===== config.mk =====
export PLATFORM = sky130hd
export DESIGN_NAME = cache_ctrl_burst_flat
export DESIGN_NICKNAME = d
export VERILOG_FILES = /design/src/rtl/cache_ctrl_burst_pkg.sv /design/src/rtl/cache_ctrl_burst_if.sv /design/src/rtl/cache_ctrl_burst_wait_ctr.sv /design/src/rtl/cache_ctrl_burst.sv /design/src/flat_wrapper.sv
export SDC_FILE = /design/constraint.sdc
export NUM_CORES = 1
export LEC_CHECK = 0
export BUFFER_PORTS_ARGS = -buffer_cell sky130_fd_sc_hd__buf_2
export CORE_MARGIN = 10
export CORE_UTILIZATION = 45
export DETAILED_ROUTE_END_ITERATION = 10
export PLACE_DENSITY_LB_ADDON = 0.3
export REMOVE_ABC_BUFFERS = 1
export SYNTH_ARGS = -nofsm -noshare
export SYNTH_HDL_FRONTEND = slang
export SYNTH_SLANG_ARGS = --single-unit

===== constraint.sdc =====
create_clock -name Clk -period 1.3 [get_ports Clk]
set_input_delay 0.195 -clock Clk [delete_from_list [all_inputs] [get_ports Clk]]
set_output_delay 0.195 -clock Clk [all_outputs]
set_load 0.01 [all_outputs]

===== src/rtl/cache_ctrl_burst_pkg.sv =====
// -----------------------------------------------------------------------------
// cache_ctrl_pkg
// Shared types for the burst cache controller: the controller state encoding
// and the bus direction constants used for PRW and SysRW.
// -----------------------------------------------------------------------------
package cache_ctrl_pkg;

  typedef enum logic [2:0] {
    IDLE,
    LOOKUP,
    SYS_RD,
    READDATA,
    WRITEHIT,
    SYS_WR,
    WRITEDATA
  } state_e;

  // Direction encoding shared by the CPU port (PRW) and the system bus (SysRW).
  localparam logic READ  = 1'b0;
  localparam logic WRITE = 1'b1;

endpackage


===== src/rtl/cache_ctrl_burst_if.sv =====
// -----------------------------------------------------------------------------
// cache_ctrl_burst_if
// Bundles the CPU request, the tag-compare inputs and every control output of
// the controller.
//   slave  : the controller (samples requests, drives array/bus controls)
//   master : the surrounding CPU / cache datapath
// WW is the WordSel width and must equal max(1, $clog2(LINE_WORDS)).
// -----------------------------------------------------------------------------
interface cache_ctrl_burst_if #(
  parameter int WW = 2
);
  logic          PStrobe;
  logic          PRW;
  logic          Match;
  logic          Valid;
  logic          PReady;
  logic          Write;
  logic          CacheDataSelect;
  logic          PDataSelect;
  logic          SysDataOE;
  logic          PDataOE;
  logic          SysStrobe;
  logic          SysRW;
  logic [WW-1:0] WordSel;
  logic          SetValid;

  modport slave (
    input  PStrobe, PRW, Match, Valid,
    output PReady, Write, CacheDataSelect, PDataSelect, SysDataOE, PDataOE,
           SysStrobe, SysRW, WordSel, SetValid
  );

  modport master (
    output PStrobe, PRW, Match, Valid,
    input  PReady, Write, CacheDataSelect, PDataSelect, SysDataOE, PDataOE,
           SysStrobe, SysRW, WordSel, SetValid
  );
endinterface


===== src/rtl/cache_ctrl_burst_wait_ctr.sv =====
// -----------------------------------------------------------------------------
// cache_wait_ctr
// Wait-state down-counter. Load has priority and takes LoadValue; otherwise the
// count decrements and parks at zero. Carry flags the completing bus cycle.
//   Clk, Reset : clock, synchronous active-high reset
//   Load       : reload the count with LoadValue
//   LoadValue  : reload value (WAIT_STATES-1 in the controller)
//   Carry      : count == 0
// -----------------------------------------------------------------------------
module cache_wait_ctr #(
  parameter int WIDTH = 2
) (
  input  logic             Clk,
  input  logic             Reset,
  input  logic             Load,
  input  logic [WIDTH-1:0] LoadValue,
  output logic             Carry
);

  logic [WIDTH-1:0] count_q, count_d;

  always_comb begin
    // NOTE: every variable assigned here gets a default first, so no path
    // leaves it unassigned and no latch is inferred.
    count_d = count_q;
    if (Load) begin
      count_d = LoadValue;
    end else if (count_q != '0) begin
      count_d = count_q - WIDTH'(1);
    end
  end

  // NOTE: reset is tested inside the clocked block, so it is synchronous and
  // only takes effect on a rising edge.
  always_ff @(posedge Clk) begin
    if (Reset) begin
      count_q <= '0;
    end else begin
      // NOTE: state registers use non-blocking assignment so every flop
      // samples its pre-edge inputs regardless of statement order.
      count_q <= count_d;
    end
  end

  assign Carry = (count_q == '0);

endmodule


===== src/rtl/cache_ctrl_burst.sv =====
// -----------------------------------------------------------------------------
// cache_ctrl_burst
// Direct-mapped, write-through cache controller with configurable bus wait
// states, multi-word line refill and selectable write-miss policy.
//   Clk, Reset : clock, synchronous active-high reset
//   bus        : slave side of cache_ctrl_burst_if (CPU request, tag compare
//                inputs, array / mux / bus-enable controls, refill WordSel)
// Parameters: WAIT_STATES (1..15) bus cycles per beat, LINE_WORDS (power of
// two, 1..16) words per refill, WRITE_ALLOCATE (0/1) write-miss policy.
// -----------------------------------------------------------------------------
import cache_ctrl_pkg::*;

module cache_ctrl_burst #(
  parameter int WAIT_STATES    = 2,
  parameter int LINE_WORDS     = 4,
  parameter int WRITE_ALLOCATE = 0
) (
  input  logic                Clk,
  input  logic                Reset,
  cache_ctrl_burst_if.slave   bus
);

  localparam int WW = (LINE_WORDS > 1) ? $clog2(LINE_WORDS) : 1;
  localparam int CW = $clog2(WAIT_STATES + 1);

  // A beat spans WAIT_STATES cycles, so the counter restarts one below that
  // and the beat completes on the cycle it reads zero.
  localparam logic [CW-1:0] RELOAD    = CW'(WAIT_STATES - 1);
  localparam logic [WW-1:0] LAST_BEAT = WW'(LINE_WORDS - 1);

  state_e          state_q, state_d;
  logic [WW-1:0]   beat_q, beat_d;
  logic            op_q, op_d;
  logic            ctr_load;
  logic            ctr_carry;

  cache_wait_ctr #(.WIDTH(CW)) u_wait_ctr (
    .Clk       (Clk),
    .Reset     (Reset),
    .Load      (ctr_load),
    .LoadValue (RELOAD),
    .Carry     (ctr_carry)
  );

  always_ff @(posedge Clk) begin
    if (Reset) begin
      state_q <= IDLE;
      beat_q  <= '0;
      op_q    <= READ;
    end else begin
      state_q <= state_d;
      beat_q  <= beat_d;
      op_q    <= op_d;
    end
  end

  always_comb begin
    state_d             = state_q;
    beat_d              = beat_q;
    op_d                = op_q;
    ctr_load            = 1'b0;
    bus.PReady          = 1'b0;
    bus.Write           = 1'b0;
    bus.CacheDataSelect = 1'b0;
    bus.PDataSelect     = 1'b0;
    bus.SysDataOE       = 1'b0;
    bus.PDataOE         = 1'b0;
    bus.SysStrobe       = 1'b0;
    bus.SysRW           = READ;
    bus.WordSel         = '0;
    bus.SetValid        = 1'b0;

    unique case (state_q)
      IDLE: begin
        if (bus.PStrobe) begin
          op_d    = bus.PRW;
          state_d = LOOKUP;
        end
      end

      LOOKUP: begin
        if (bus.Match && bus.Valid) begin
          if (op_q == READ) begin
            // Read hit completes in the lookup cycle itself.
            bus.PReady      = 1'b1;
            bus.PDataSelect = 1'b1;
            bus.PDataOE     = 1'b1;
            state_d         = IDLE;
          end else begin
            state_d = WRITEHIT;
          end
        end else begin
          ctr_load = 1'b1;
          beat_d   = '0;
          if (op_q == READ || WRITE_ALLOCATE != 0) begin
            state_d = SYS_RD;
          end else begin
            state_d = SYS_WR;
          end
        end
      end

      SYS_RD: begin
        bus.SysStrobe = 1'b1;
        bus.SysRW     = READ;
        bus.WordSel   = beat_q;
        if (ctr_carry) begin
          bus.Write           = 1'b1;
          bus.CacheDataSelect = 1'b0;
          if (beat_q == LAST_BEAT) begin
            // Line becomes valid together with its last word.
            bus.SetValid = 1'b1;
            state_d      = (op_q == WRITE) ? WRITEHIT : READDATA;
          end else begin
            beat_d   = beat_q + WW'(1);
            ctr_load = 1'b1;
          end
        end
      end

      READDATA: begin
        bus.PReady      = 1'b1;
        bus.PDataSelect = 1'b1;
        bus.PDataOE     = 1'b1;
        state_d         = IDLE;
      end

      WRITEHIT: begin
        bus.Write           = 1'b1;
        bus.CacheDataSelect = 1'b1;
        ctr_load            = 1'b1;
        state_d             = SYS_WR;
      end

      SYS_WR: begin
        bus.SysStrobe = 1'b1;
        bus.SysRW     = WRITE;
        bus.SysDataOE = 1'b1;
        if (ctr_carry) begin
          state_d = WRITEDATA;
        end
      end

      WRITEDATA: begin
        bus.PReady = 1'b1;
        state_d    = IDLE;
      end

      default: state_d = IDLE;
    endcase
  end

endmodule


===== src/flat_wrapper.sv =====
// flat-port wrapper written by rule: the top's interface ports become plain ports
module cache_ctrl_burst_flat 
#(
  parameter int WAIT_STATES    = 2,
  parameter int LINE_WORDS     = 4,
  parameter int WRITE_ALLOCATE = 0
)
  (Clk, Reset, bus_PStrobe, bus_PRW, bus_Match, bus_Valid, bus_PReady, bus_Write, bus_CacheDataSelect, bus_PDataSelect, bus_SysDataOE, bus_PDataOE, bus_SysStrobe, bus_SysRW, bus_WordSel, bus_SetValid);
  cache_ctrl_burst_if #(.WW(2)) bus_i ();
  input  logic Clk;
  input  logic Reset;
  input wire logic [$bits(bus_i.PStrobe)-1:0] bus_PStrobe;
  input wire logic [$bits(bus_i.PRW)-1:0] bus_PRW;
  input wire logic [$bits(bus_i.Match)-1:0] bus_Match;
  input wire logic [$bits(bus_i.Valid)-1:0] bus_Valid;
  output wire logic [$bits(bus_i.PReady)-1:0] bus_PReady;
  output wire logic [$bits(bus_i.Write)-1:0] bus_Write;
  output wire logic [$bits(bus_i.CacheDataSelect)-1:0] bus_CacheDataSelect;
  output wire logic [$bits(bus_i.PDataSelect)-1:0] bus_PDataSelect;
  output wire logic [$bits(bus_i.SysDataOE)-1:0] bus_SysDataOE;
  output wire logic [$bits(bus_i.PDataOE)-1:0] bus_PDataOE;
  output wire logic [$bits(bus_i.SysStrobe)-1:0] bus_SysStrobe;
  output wire logic [$bits(bus_i.SysRW)-1:0] bus_SysRW;
  output wire logic [$bits(bus_i.WordSel)-1:0] bus_WordSel;
  output wire logic [$bits(bus_i.SetValid)-1:0] bus_SetValid;
  assign bus_i.PStrobe = bus_PStrobe;
  assign bus_i.PRW = bus_PRW;
  assign bus_i.Match = bus_Match;
  assign bus_i.Valid = bus_Valid;
  assign bus_PReady = bus_i.PReady;
  assign bus_Write = bus_i.Write;
  assign bus_CacheDataSelect = bus_i.CacheDataSelect;
  assign bus_PDataSelect = bus_i.PDataSelect;
  assign bus_SysDataOE = bus_i.SysDataOE;
  assign bus_PDataOE = bus_i.PDataOE;
  assign bus_SysStrobe = bus_i.SysStrobe;
  assign bus_SysRW = bus_i.SysRW;
  assign bus_WordSel = bus_i.WordSel;
  assign bus_SetValid = bus_i.SetValid;
  cache_ctrl_burst #(.WAIT_STATES(WAIT_STATES), .LINE_WORDS(LINE_WORDS), .WRITE_ALLOCATE(WRITE_ALLOCATE)) u_core (.Clk(Clk), .Reset(Reset), .bus(bus_i));
endmodule

# Yosys cells after proc, flatten, opt, wreduce, memory -nomap -nowiden
# Index checks and enable logic that the tools add are counted.
totals:
  regBits: 8
  inputBits: 6
  out_inout_bits: 11
  wordCells: 64
op_classes:
  n_addsub: 2
  eq_ne: 13
  muxes: 32
  reduce_logical: 12
ops:
  columns: ["cell", "count"]
  rows:
  - ["two-way mux 3 bit", 8]
  - ["case mux 3 bit (5 select lines)", 1]
  - ["two-way mux 1 bit", 14]
  - ["== test 3 bit (second input constant)", 3]
  - ["two-way mux 2 bit", 4]
  - ["AND reduction 4 bit", 2]
  - ["== test 3 x 2 -> 1 bit (second input constant)", 2]
  - ["!= test 2 x 1 -> 1 bit (second input constant)", 3]
  - ["!= test 2 bit (second input constant)", 3]
  - ["case mux 1 bit (2 select lines)", 3]
  - ["nonzero test 2 bit", 3]
  - ["OR reduction 2 bit", 3]
  - ["case mux 2 bit (2 select lines)", 1]
  - ["== test 3 x 1 -> 1 bit (second input constant)", 1]
  - ["logical NOT 3 bit", 1]
  - ["case mux 1 bit (3 select lines)", 1]
  - ["adder 2 x 1 -> 2 bit (second input constant)", 1]
  - ["== test 2 bit (second input constant)", 1]
  - ["logical NOT 2 bit", 1]
  - ["AND reduction 2 bit", 1]
  - ["subtractor 2 x 1 -> 2 bit (second input constant)", 1]
  - ["logical AND 1 bit", 1]

# Depth between registers and ports, before layout
# Gate-level depths: netlist of the first run.
logic_depth:
  depth_word: 5
  ltp_mapped: 7
  ltp_nobuf: 6

# By module
# From an unflattened synthesis of the first run, not the netlist that was laid out.
hier_totals:
  hier_cells: 75
  area_unflattened_um2: 628.1
modules_own_cells:
  columns: ["mod", "n_inst", "cells_per_inst", "area_per_inst_um2", "seq_area_each_um2"]
  rows:
  - ["cache_ctrl_burst", 1, 63, 506.7, 120.1]
  - ["cache_wait_ctr", 1, 12, 121.4, 40.0]

# Worst setup path before layout of the first run
# No wires, ideal clock.
synth_timing:
  path_type: "reg2reg"
  from: "register u_core.u_wait_ctr.count_q[0]"
  to: "register u_core.u_wait_ctr.count_q[1]"
  setup_ns: 0.131
  arrival_time_ns: 1.266
  required_ns: 1.169
  setup_slack_ns: -0.097
  path_stages_with_launch: 8
  path_buffers: 1
  period_less_slack_ns: 1.397
  path_cell_list: "dfxtp_1 -> inv_1 -> ha_1 -> buf_2 -> nand3b_1 -> a2bb2oi_2 -> and2b_1 -> nor3b_2"
synth_via:
  elab_chain_len: 4
  word_cells_on_any_way: 6
  cone_classes: "add/sub (1); mux (2); reduce/logical (3)"
synth_rtl:
  columns: ["item", "line", "text"]
  rows:
  - ["from (decl)", "cache_ctrl_burst_wait_ctr.sv:20", "logic [WIDTH-1:0] count_q, count_d;"]
  - ["from (signal assigned)", "cache_ctrl_burst_wait_ctr.sv:41", "count_q <= count_d;"]
  - ["logical NOT 2 bit", "cache_ctrl_burst_wait_ctr.sv:45", "assign Carry = (count_q == '0);"]
  - ["two-way mux 1 bit", "cache_ctrl_burst.sv:107", "if (ctr_carry) begin"]
  - ["case mux 1 bit (3 select lines)", "cache_ctrl_burst.sv:73", "unique case (state_q)"]
  - ["OR reduction 2 bit (no line)", null, null]
# Several ways; a longest one is shown, not always the timed one.
# A chain may end at the register's enable or synchronous reset.

# Final worst setup path of the first run
layout_timing:
  from: "register u_core.state_q[2]"
  to: "output bus_Write"
layout_via:
  elab_chain_len: 2
  word_cells_on_any_way: 3
  cone_classes: "eq/ne (2); mux (1)"
layout_rtl:
  columns: ["item", "line", "text"]
  rows:
  - ["from (decl)", "cache_ctrl_burst.sv:31", "state_e state_q, state_d;"]
  - ["from (signal assigned)", "cache_ctrl_burst.sv:51", "state_q <= state_d;"]
  - ["== test 3 bit or == test 3 x 2 -> 1 bit (tied branches)", "cache_ctrl_burst.sv:73", null]
  - ["case mux 1 bit (2 select lines) (*)", "cache_ctrl_burst.sv:73", null]
  - ["to (decl)", "flat_wrapper.sv:17", "output wire logic [$bits(bus_i.Write)-1:0] bus_Write;"]
# Mark *: on every way between the ends. The rest lies on a longest branch, timed or not.

==> tab_implementation.tex, run 1 <==
\begin{tabular}{lr}
\hline
Metric & Value \\
\hline
\multicolumn{2}{l}{\textbf{Yosys}} \\
\quad Register area share after synthesis & 0.252 \\
\quad Mean instance size in the synthesized netlist & 8.24 sq um \\
\quad Compound-Gate Fraction of Synth Area & 0.284 \\
\quad Synth Area in Simple Gates & 0.278 \\
\quad Number of distinct standard cells referenced by the synthesized netlist & 36 \\
\quad Share of cell area taken by muxes after synthesis & 0.0158 \\
\quad Area share of the leading cell type in the synthesized netlist & 0.252 \\
\quad Synthesized netlist cell count & 77 \\
\quad Main combinational cell family by area after synthesis & compound AO/OA/AOI/OAI gates \\
\quad Count of synthesis-stage warnings from yosys & 0 \\
\quad Fraction of registers with async set or reset after synthesis & 0 \\
\quad Combined area of all synthesized cells & 634 sq um \\
\quad Largest cells by area after synthesis & sky130\_fd\_sc\_hd\_\_dfxtp\_1 (25\%), sky130\_fd\_sc\_hd\_\_a21oi\_1 (4.7\%), sky130\_fd\_sc\_hd\_\_nor2\_1 (4.7\%) \\
\quad Cell taking the most area after synthesis & sky130\_fd\_sc\_hd\_\_dfxtp\_1 \\
\quad Number of synthesized flops with an enable pin & 0 \\
\quad Synthesized-area fraction occupied by adder cells & 0.0394 \\
\quad Post-synthesis xor/xnor area fraction & 0.0138 \\
\quad \#FFs+latches synth & 8 \\
\quad Main flop type after synthesis & sky130\_fd\_sc\_hd\_\_dfxtp\_1 \\
\multicolumn{2}{l}{\textbf{Outcome}} \\
\quad Status & finished with violations \\
\quad Violated checks & setup timing \\
\multicolumn{2}{l}{\textbf{Worst setup path}} \\
\quad Required time at the endpoint of the critical path & 1.11 ns \\
\quad Nature of the critical path endpoint & output pin \\
\quad Worst EP arrival & 1.32 ns \\
\quad Number of buffers and inverters on the critical path & 3 \\
\quad Endpoint of the lowest-slack register-to-register path & u\_core.state\_q[1] \\
\quad Setup slack of the most critical reg-to-reg path & -0.20 ns \\
\quad Critical path type & reg -> out \\
\quad CP startpoint kind & register \\
\quad Cells along the critical path & buf\_6 > nand3b\_1 > buf\_4 > a21oi\_2 > buf\_2 \\
\quad Family of cells with the greatest summed delay on the critical path & buffers and inverters \\
\quad Maximum net fanout on the critical path & 4 \\
\quad FF-to-FF path depth & 5 \\
\quad Critical Path Max Stage Delay & 0.34 ns \\
\quad Slowest cell on the critical path & sky130\_fd\_sc\_hd\_\_dfxtp\_2 \\
\quad Startpoint of the lowest-slack register-to-register path & u\_core.state\_q[0] \\
\multicolumn{2}{l}{\textbf{Clock network}} \\
\quad Number of buffers created by CTS & 3 \\
\quad Worst skew pair latency & 0.26 ns \\
\quad Sinks on the clock net & 8 \\
\quad Number of H-tree branching levels & 1 \\
\quad CTS Buffer Depth & 2 \\
\quad Clock transition at path regs & 0.06 ns \\
\quad CTS root buf & sky130\_fd\_sc\_hd\_\_clkbuf\_4 \\
\quad CTS tree & done \\
\multicolumn{2}{l}{\textbf{Finish}} \\
\quad Fraction of final layout cells sized beyond drive strength 1 & 0.675 \\
\quad Commonest cells after routing, fill and taps aside & sky130\_fd\_sc\_hd\_\_buf\_4 (24), sky130\_fd\_sc\_hd\_\_buf\_2 (12), sky130\_fd\_sc\_hd\_\_buf\_6 (11) \\
\quad Antenna diode instance count & 0 \\
\quad Non-filler instance count after layout & 135 \\
\quad Net count reported at finish & 130 \\
\quad Final instance area & 1130 sq um \\
\quad Layout overhead on the synthesized area & 77.5\% \\
\quad Most common cell after layout, fill and taps aside & sky130\_fd\_sc\_hd\_\_buf\_4 \\
\quad FILL cells & 75 \\
\multicolumn{2}{l}{\textbf{STA}} \\
\quad Transition at the pin with the smallest max-transition slack & 0.279 ns \\
\quad Final setup slack of the worst path & -0.212 ns \\
\quad Final number of max-transition violations & 0 \\
\quad Tcrit/Tclk final & 1.16 \\
\quad Setup repair after global routing missed its margin & yes \\
\quad Fin. Hold Viols & 0 \\
\quad Tmin final & 1.51 ns \\
\quad Finish-stage setup viols & 17 \\
\quad Final clock skew & 0.00948 ns \\
\quad Slew Limit Headroom & 0.814 \\
\quad FMAX & 0.661 GHz \\
\multicolumn{2}{l}{\textbf{Power and ir drop}} \\
\quad Part of the total power dissipated in combinational logic & 0.710 \\
\quad Internal power & 1.27 mW \\
\quad Post-layout total power & 2.18 mW \\
\quad Cell Pwr Density & 1940 nW/um\^{}2 \\
\quad Switching power summed over all nets & 0.914 mW \\
\quad Share of total power in sequential cells & 0.202 \\
\quad Max VDD drop & 0.00144 V \\
\quad Net switching fraction of the power & 0.419 \\
\quad Clock network power share & 0.088 \\
\quad Leakage power summed over all cells & 0.502 nW \\
\multicolumn{2}{l}{\textbf{Detailed routing}} \\
\quad ANT nets after route & 0 \\
\quad Total vias in the final route & 795 \\
\quad Count of unresolved DRC violations after routing & 0 \\
\quad Via-to-Cell Ratio & 5.89 \\
\quad Drt total wl & 2.67 mm \\
\quad Number of detailed-routing iterations run before antenna repair & 4 \\
\quad Detail-routed net length per standard cell & 19.7 microns \\
\quad Detailed router's first-iteration violation count & 49 \\
\multicolumn{2}{l}{\textbf{Worst hold path}} \\
\quad Kind of path behind the tightest hold check & in -> reg \\
\quad Hold path startpoint & bus\_PRW \\
\quad End of the worst hold path & u\_core.op\_q \\
\quad Number of cells traversed by the worst hold path & 3 \\
\multicolumn{2}{l}{\textbf{Place}} \\
\quad Buffers added on ports & 16 \\
\quad Half-perimeter wire length after placement & 1.37 mm \\
\quad Final weighted congestion of routability-driven global placement & 0.868 \\
\quad Dpl cell area & 817 sq um \\
\quad Dpl cells & 119 \\
\multicolumn{2}{l}{\textbf{Floorplanning}} \\
\quad I/O pin count & 17 \\
\quad Initial core utilization & 0.481 \\
\quad Core outline area & 1320 sq um \\
\quad Row count & 13 \\
\quad Die outline width & 57.5 microns \\
\quad Height of the die & 57.5 microns \\
\quad Die outline area & 3310 sq um \\
\multicolumn{2}{l}{\textbf{Global routing}} \\
\quad Pin count of the biggest net entering global routing & 12 \\
\quad Global route overflow & 0 \\
\quad Via count of the first global-routing pass & 754 \\
\quad Met2 global-route usage & 0.219 \\
\quad All-Layer GR Usage & 0.133 \\
\quad Antenna violations before repair & 0 \\
\quad Met1 Use GR & 0.154 \\
\quad Met3 Resource Use GR & 0.0332 \\
\quad GRT Max-Usage Layer & met2 \\
\quad First-pass GRT wire length & 3.56 mm \\
\multicolumn{2}{l}{\textbf{Run}} \\
\quad Maximum Capacitance Violations & 0 \\
\hline
\end{tabular}
## layer usage
metal	part of all wire	up-vias	wire [microns]
li1	-	357	-
met1	0.37	376	980
met2	0.51	44	1360
met3	0.068	18	181
met4	0.053	0	140
met5	0	-	0
## metrics by stage
stage                util  hold slack, ns  setup TNS, ns  setup WS [ns]
detailed placement  0.620           0.442         -0.305        -0.0831
global placement    0.620           0.437         -0.166        -0.0561
finish              0.855           0.174          -2.20         -0.212
floorplan               -           0.264         -0.307         -0.112
CTS                 0.746           0.171          -1.63         -0.188
global route        0.855           0.193          -3.18         -0.268
## synthesized netlist by cell type (all sizes together) (2+ instances only)
master,instances
a21oi,7
and2,2
and2b,2
buf,6
dfxtp,8
ha,2
inv,6
nand2,4
nand2b,2
nand3b,2
nor2,8
nor3,3
nor3b,2
o21a,2
o21ai,3
## sequential cells by signal, indices dropped and copies added, names as in the netlist
register	flops
u_core.beat_q	2
u_core.state_q	3
u_core.op_q	1
u_core.u_wait_ctr.count_q	2
## power by group through the flow
| stage | clock (mW) | sequential, mW | combinational [mW] |
|---|---|---|---|
| detailed placement | 0 | 0.398 | 0.959 |
| global route | 0.219 | 0.448 | 1.65 |
| CTS | 0.200 | 0.419 | 1.20 |
| global placement | 0 | 0.393 | 0.939 |
| floorplan | 0 | 0.397 | 0.549 |
| finish | 0.193 | 0.441 | 1.55 |
## cell families after synthesis
group                      after synthesis
AOI/OAI and AO/OA                       22
xor gates and xnor gates                 1
adders and majority gates                2
buffers and inverters                   13
DFF                                      8
muxes                                    1
and+or+nand+nor                         30
## area by class of cell
class                      instances  area, sq um  area share
clock buffer                       3         22.5      0.0200
inverter                           6         22.5      0.0200
multi-input combinational         56          527       0.468
sequential                         8          171       0.152
tap                               15         18.8      0.0167
timing repair buffer              47          364       0.323
## repair_timing
action	CTS	global route
pin swaps	9	14
gates cloned	0	0
gates resized for setup	18	26
hold buffers	0	0
endpoints found under the setup margin	15	18
setup buffers	10	5
hold endpoints to repair	0	0
## worst max path at each step
stage               cells past startpoint         startpoint                            to
floorplan                               4  u_core.state_q[2]  u_core.u_wait_ctr.count_q[1]
global placement                        4  u_core.state_q[1]             u_core.state_q[2]
detailed placement                      4  u_core.state_q[1]             u_core.state_q[2]
CTS                                     5  u_core.state_q[2]                     bus_Write
global route                            5  u_core.state_q[2]                     bus_Write
finish                                  5  u_core.state_q[2]                     bus_Write
## tightest hold or removal path, stage by stage
cell,delay [ns]
sky130_fd_sc_hd__buf_2,0.08
sky130_fd_sc_hd__mux2i_1,0.05
sky130_fd_sc_hd__nor2_1,0.07
Note: power is estimated with default switching activity, not from simulation.
==> run 2: changes to the inputs <==
--- a/config.mk
+++ b/config.mk
@@ -11,6 +11,9 @@
 export DETAILED_ROUTE_END_ITERATION = 10
 export PLACE_DENSITY_LB_ADDON = 0.3
 export REMOVE_ABC_BUFFERS = 1
+export SETUP_SLACK_MARGIN = 0.05
+export SKIP_LAST_GASP = 1
 export SYNTH_ARGS = -nofsm -noshare
 export SYNTH_HDL_FRONTEND = slang
 export SYNTH_SLANG_ARGS = --single-unit
+export TNS_END_PERCENT = 10
==> run 2 against run 1 <==
The flow still finishes with violations (setup timing). Sequential power decreased by 3%. Total power decreased by 19%. Routed wire length decreased by 29%. Clock skew decreased by 0.0018 ns. Utilization decreased by 13 points. Flip-flop and latch count unchanged. Non-clock buffer count decreased by 6. Clock power about the same. Register-to-register slack about the same. Sequential share of layout area increased by 2.7 points. Critical path type unchanged.
==> tab_implementation.tex, run 2 (synthesis gave the netlist of run 1 again) <==
\begin{tabular}{lr}
\hline
Metric & Value \\
\hline
\multicolumn{2}{l}{\textbf{Global routing}} \\
\quad All-Layer GR Usage & 0.116 (-0.0168) \\
\quad Pin count of the biggest net entering global routing & 12 (unchanged) \\
\quad First-pass GRT wire length & 3.12 mm (-12\%) \\
\quad Via count of the first global-routing pass & 678 (-10\%) \\
\quad Antenna violations before repair & 0 (unchanged) \\
\quad Global route overflow & 0 (unchanged) \\
\multicolumn{2}{l}{\textbf{Floorplanning}} \\
\quad Initial core utilization & 0.481 (unchanged) \\
\quad I/O pin count & 17 (unchanged) \\
\quad Die outline area & 3310 sq um (unchanged) \\
\quad Core outline area & 1320 sq um (unchanged) \\
\quad Height of the die & 57.5 microns (unchanged) \\
\quad Die outline width & 57.5 microns (unchanged) \\
\quad Row count & 13 (unchanged) \\
\multicolumn{2}{l}{\textbf{Finish}} \\
\quad Non-filler instance count after layout & 129 (-4.4\%) \\
\quad FILL cells & 103 (+37\%) \\
\quad Commonest cells after routing, fill and taps aside & sky130\_fd\_sc\_hd\_\_buf\_4 (22), sky130\_fd\_sc\_hd\_\_buf\_2 (14), sky130\_fd\_sc\_hd\_\_nor2\_1 (8) \\
\quad Flip-flop count of the largest register, all copies and words added & 3 (unchanged) \\
\quad Net count reported at finish & 124 (-4.6\%) \\
\quad Registers with the most flip-flops & u\_core.state\_q x3, u\_core.beat\_q x2, u\_core.u\_wait\_ctr.count\_q x2 \\
\quad Most common cell after layout, fill and taps aside & sky130\_fd\_sc\_hd\_\_buf\_4 \\
\quad Layout overhead on the synthesized area & 50.9\% \\
\quad Top reg by flops & u\_core.state\_q \\
\quad Fraction of final layout cells sized beyond drive strength 1 & 0.561 (-0.114) \\
\quad Antenna diode instance count & 0 (unchanged) \\
\multicolumn{2}{l}{\textbf{Detailed routing}} \\
\quad Count of unresolved DRC violations after routing & 0 (unchanged) \\
\quad Detailed route wirelength on metal3 & 90 microns (-50\%) \\
\quad ANT nets after route & 0 (unchanged) \\
\quad Sum of routed wire segments on met1 & 841 microns (-14\%) \\
\quad Total vias in the final route & 696 (-12\%) \\
\quad Detailed router's first-iteration violation count & 13 (-73\%) \\
\quad Drt total wl & 1.89 mm (-29\%) \\
\quad Number of detailed-routing iterations run before antenna repair & 4 (unchanged) \\
\quad Met2 wire len & 931 microns (-32\%) \\
\quad DR top layer & met4 \\
\quad Via-to-Cell Ratio & 5.40 (-8.4\%) \\
\quad Detail-routed net length per standard cell & 14.7 microns (-26\%) \\
\multicolumn{2}{l}{\textbf{Worst setup path}} \\
\quad Timing startpoint of the critical path & u\_core.u\_wait\_ctr.count\_q[1] \\
\quad CP startpoint kind & register \\
\quad Maximum net fanout on the critical path & 2 (-2) \\
\quad Nature of the critical path endpoint & output pin \\
\quad Worst EP arrival & 1.31 ns (about the same) \\
\quad FF-to-FF path depth & 5 (unchanged) \\
\quad Startpoint of the lowest-slack register-to-register path & u\_core.state\_q[2] \\
\quad Required time at the endpoint of the critical path & 1.11 ns (about the same) \\
\quad Critical path type & reg -> out \\
\multicolumn{2}{l}{\textbf{Clock network}} \\
\quad Worst skew pair latency & 0.26 ns (about the same) \\
\quad CTS tree & done \\
\quad Clock transition at path regs & 0.06 ns (about the same) \\
\quad Sinks on the clock net & 8 (unchanged) \\
\quad CTS root buf & sky130\_fd\_sc\_hd\_\_clkbuf\_4 \\
\quad CTS Buffer Depth & 2 (unchanged) \\
\quad Number of buffers created by CTS & 3 (unchanged) \\
\quad Number of H-tree branching levels & 1 (unchanged) \\
\multicolumn{2}{l}{\textbf{Place}} \\
\quad Half-perimeter wire length after placement & 1.37 mm (unchanged) \\
\quad Dpl cells & 119 (unchanged) \\
\quad Buffers added on ports & 16 (unchanged) \\
\quad Final weighted congestion of routability-driven global placement & 0.868 (unchanged) \\
\multicolumn{2}{l}{\textbf{STA}} \\
\quad Setup repair after global routing missed its margin & yes \\
\quad Tmin final & 1.50 ns (-0.0117 ns) \\
\quad FMAX & 0.667 GHz (+0.78\%) \\
\quad Worst hold slack & 0.177 ns (+0.00298 ns) \\
\quad Slew Limit Headroom & 0.796 (-0.0174) \\
\quad Final setup slack of the worst path & -0.200 ns (+0.0117 ns) \\
\quad Final clock skew & 0.00773 ns (-0.00175 ns) \\
\quad Transition at the pin with the smallest max-transition slack & 0.306 ns (+0.0266 ns) \\
\quad Final TNS setup & -2.13 ns (+0.0616 ns) \\
\quad Fin. Hold Viols & 0 (unchanged) \\
\quad Finish-stage setup viols & 18 (+1) \\
\quad Final number of max-transition violations & 0 (unchanged) \\
\quad Tcrit/Tclk final & 1.15 (-0.00898) \\
\multicolumn{2}{l}{\textbf{Power and ir drop}} \\
\quad Cell Pwr Density & 1850 nW/um\^{}2 (-4.4\%) \\
\quad Leakage power summed over all cells & 0.453 nW (-9.8\%) \\
\quad Max VDD drop & 0.00126 V (-12\%) \\
\multicolumn{2}{l}{\textbf{Run}} \\
\quad Maximum Capacitance Violations & 0 (unchanged) \\
\multicolumn{2}{l}{\textbf{Worst hold path}} \\
\quad Hold path startpoint & bus\_PRW \\
\quad Number of cells traversed by the worst hold path & 3 (unchanged) \\
\quad Kind of path behind the tightest hold check & in -> reg \\
\multicolumn{2}{l}{\textbf{Outcome}} \\
\quad Status & finished with violations \\
\quad Violated checks & setup timing \\
\hline
\end{tabular}
run 2: changes by cell type in the layout (fill, tap and decap cells not counted), moves of 2 or more:
cell / previous run / this run
sky130_fd_sc_hd__nor3_4: 2 / 0
sky130_fd_sc_hd__buf_4: 24 / 22
sky130_fd_sc_hd__nor3_1: 0 / 3
sky130_fd_sc_hd__buf_6: 11 / 5
sky130_fd_sc_hd__buf_2: 12 / 14
sky130_fd_sc_hd__a21oi_1: 3 / 5
run 2: stage by stage:
stage	util	total power, mW	setup slack (ns)	area, sq um
floorplan	-	0.947	-0.112	583
global placement	0.620	1.33	-0.0561	817
detailed placement	0.620	1.36	-0.0831	817
CTS	0.692	1.69	-0.188	912
global route	0.726	1.94	-0.262	957
finish	0.726	1.77	-0.200	957
run 2: metal layers:
layer	track usage	vias up
met5	0	-
met4	0.0570	0
met3	0.0288	5
met2	0.190	20
met1	0.135	329
li1	-	342
run 2: path summary, 6_finish.rpt:
path	end	slack (ns)
setup / recovery	bus_Write	-0.20
hold / removal	u_core.op_q	0.18
setup reg to reg	u_core.state_q[1]	-0.19
hold reg to reg	u_core.state_q[1]	0.57
run 2: timing repair:
action,in CTS,in global routing
setup endpoints to repair,18,19
gates resized for setup,10,9
hold buffers,0,0
pin swaps,4,4
setup buffers,6,1
run 2: final cells by class:
cell class	instances	area (sq um)	area share
Inverter	6	22.5	0.0235
Multi-Input combinational cell	56	430	0.450
Tap cell	15	18.8	0.0196
Clock buffer	3	22.5	0.0235
Timing Repair Buffer	41	292	0.305
Sequential cell	8	171	0.179
run 2: worst max-delay path, cell delays in order (launching register included):
cell and delay [ns]:
sky130_fd_sc_hd__dfxtp_2 0.32, sky130_fd_sc_hd__inv_1 0.09, sky130_fd_sc_hd__ha_4 0.15, sky130_fd_sc_hd__nand3b_1 0.11, sky130_fd_sc_hd__buf_4 0.16, sky130_fd_sc_hd__a21oi_2 0.09
sky130_fd_sc_hd__buf_2 0.13
run 2: where the power goes:
group          switching [mW]  internal, mW  total (mW)
registers              0.0936         0.335       0.429
logic                   0.519         0.637        1.16
clock network          0.0844         0.106       0.190
total                   0.697          1.08        1.77
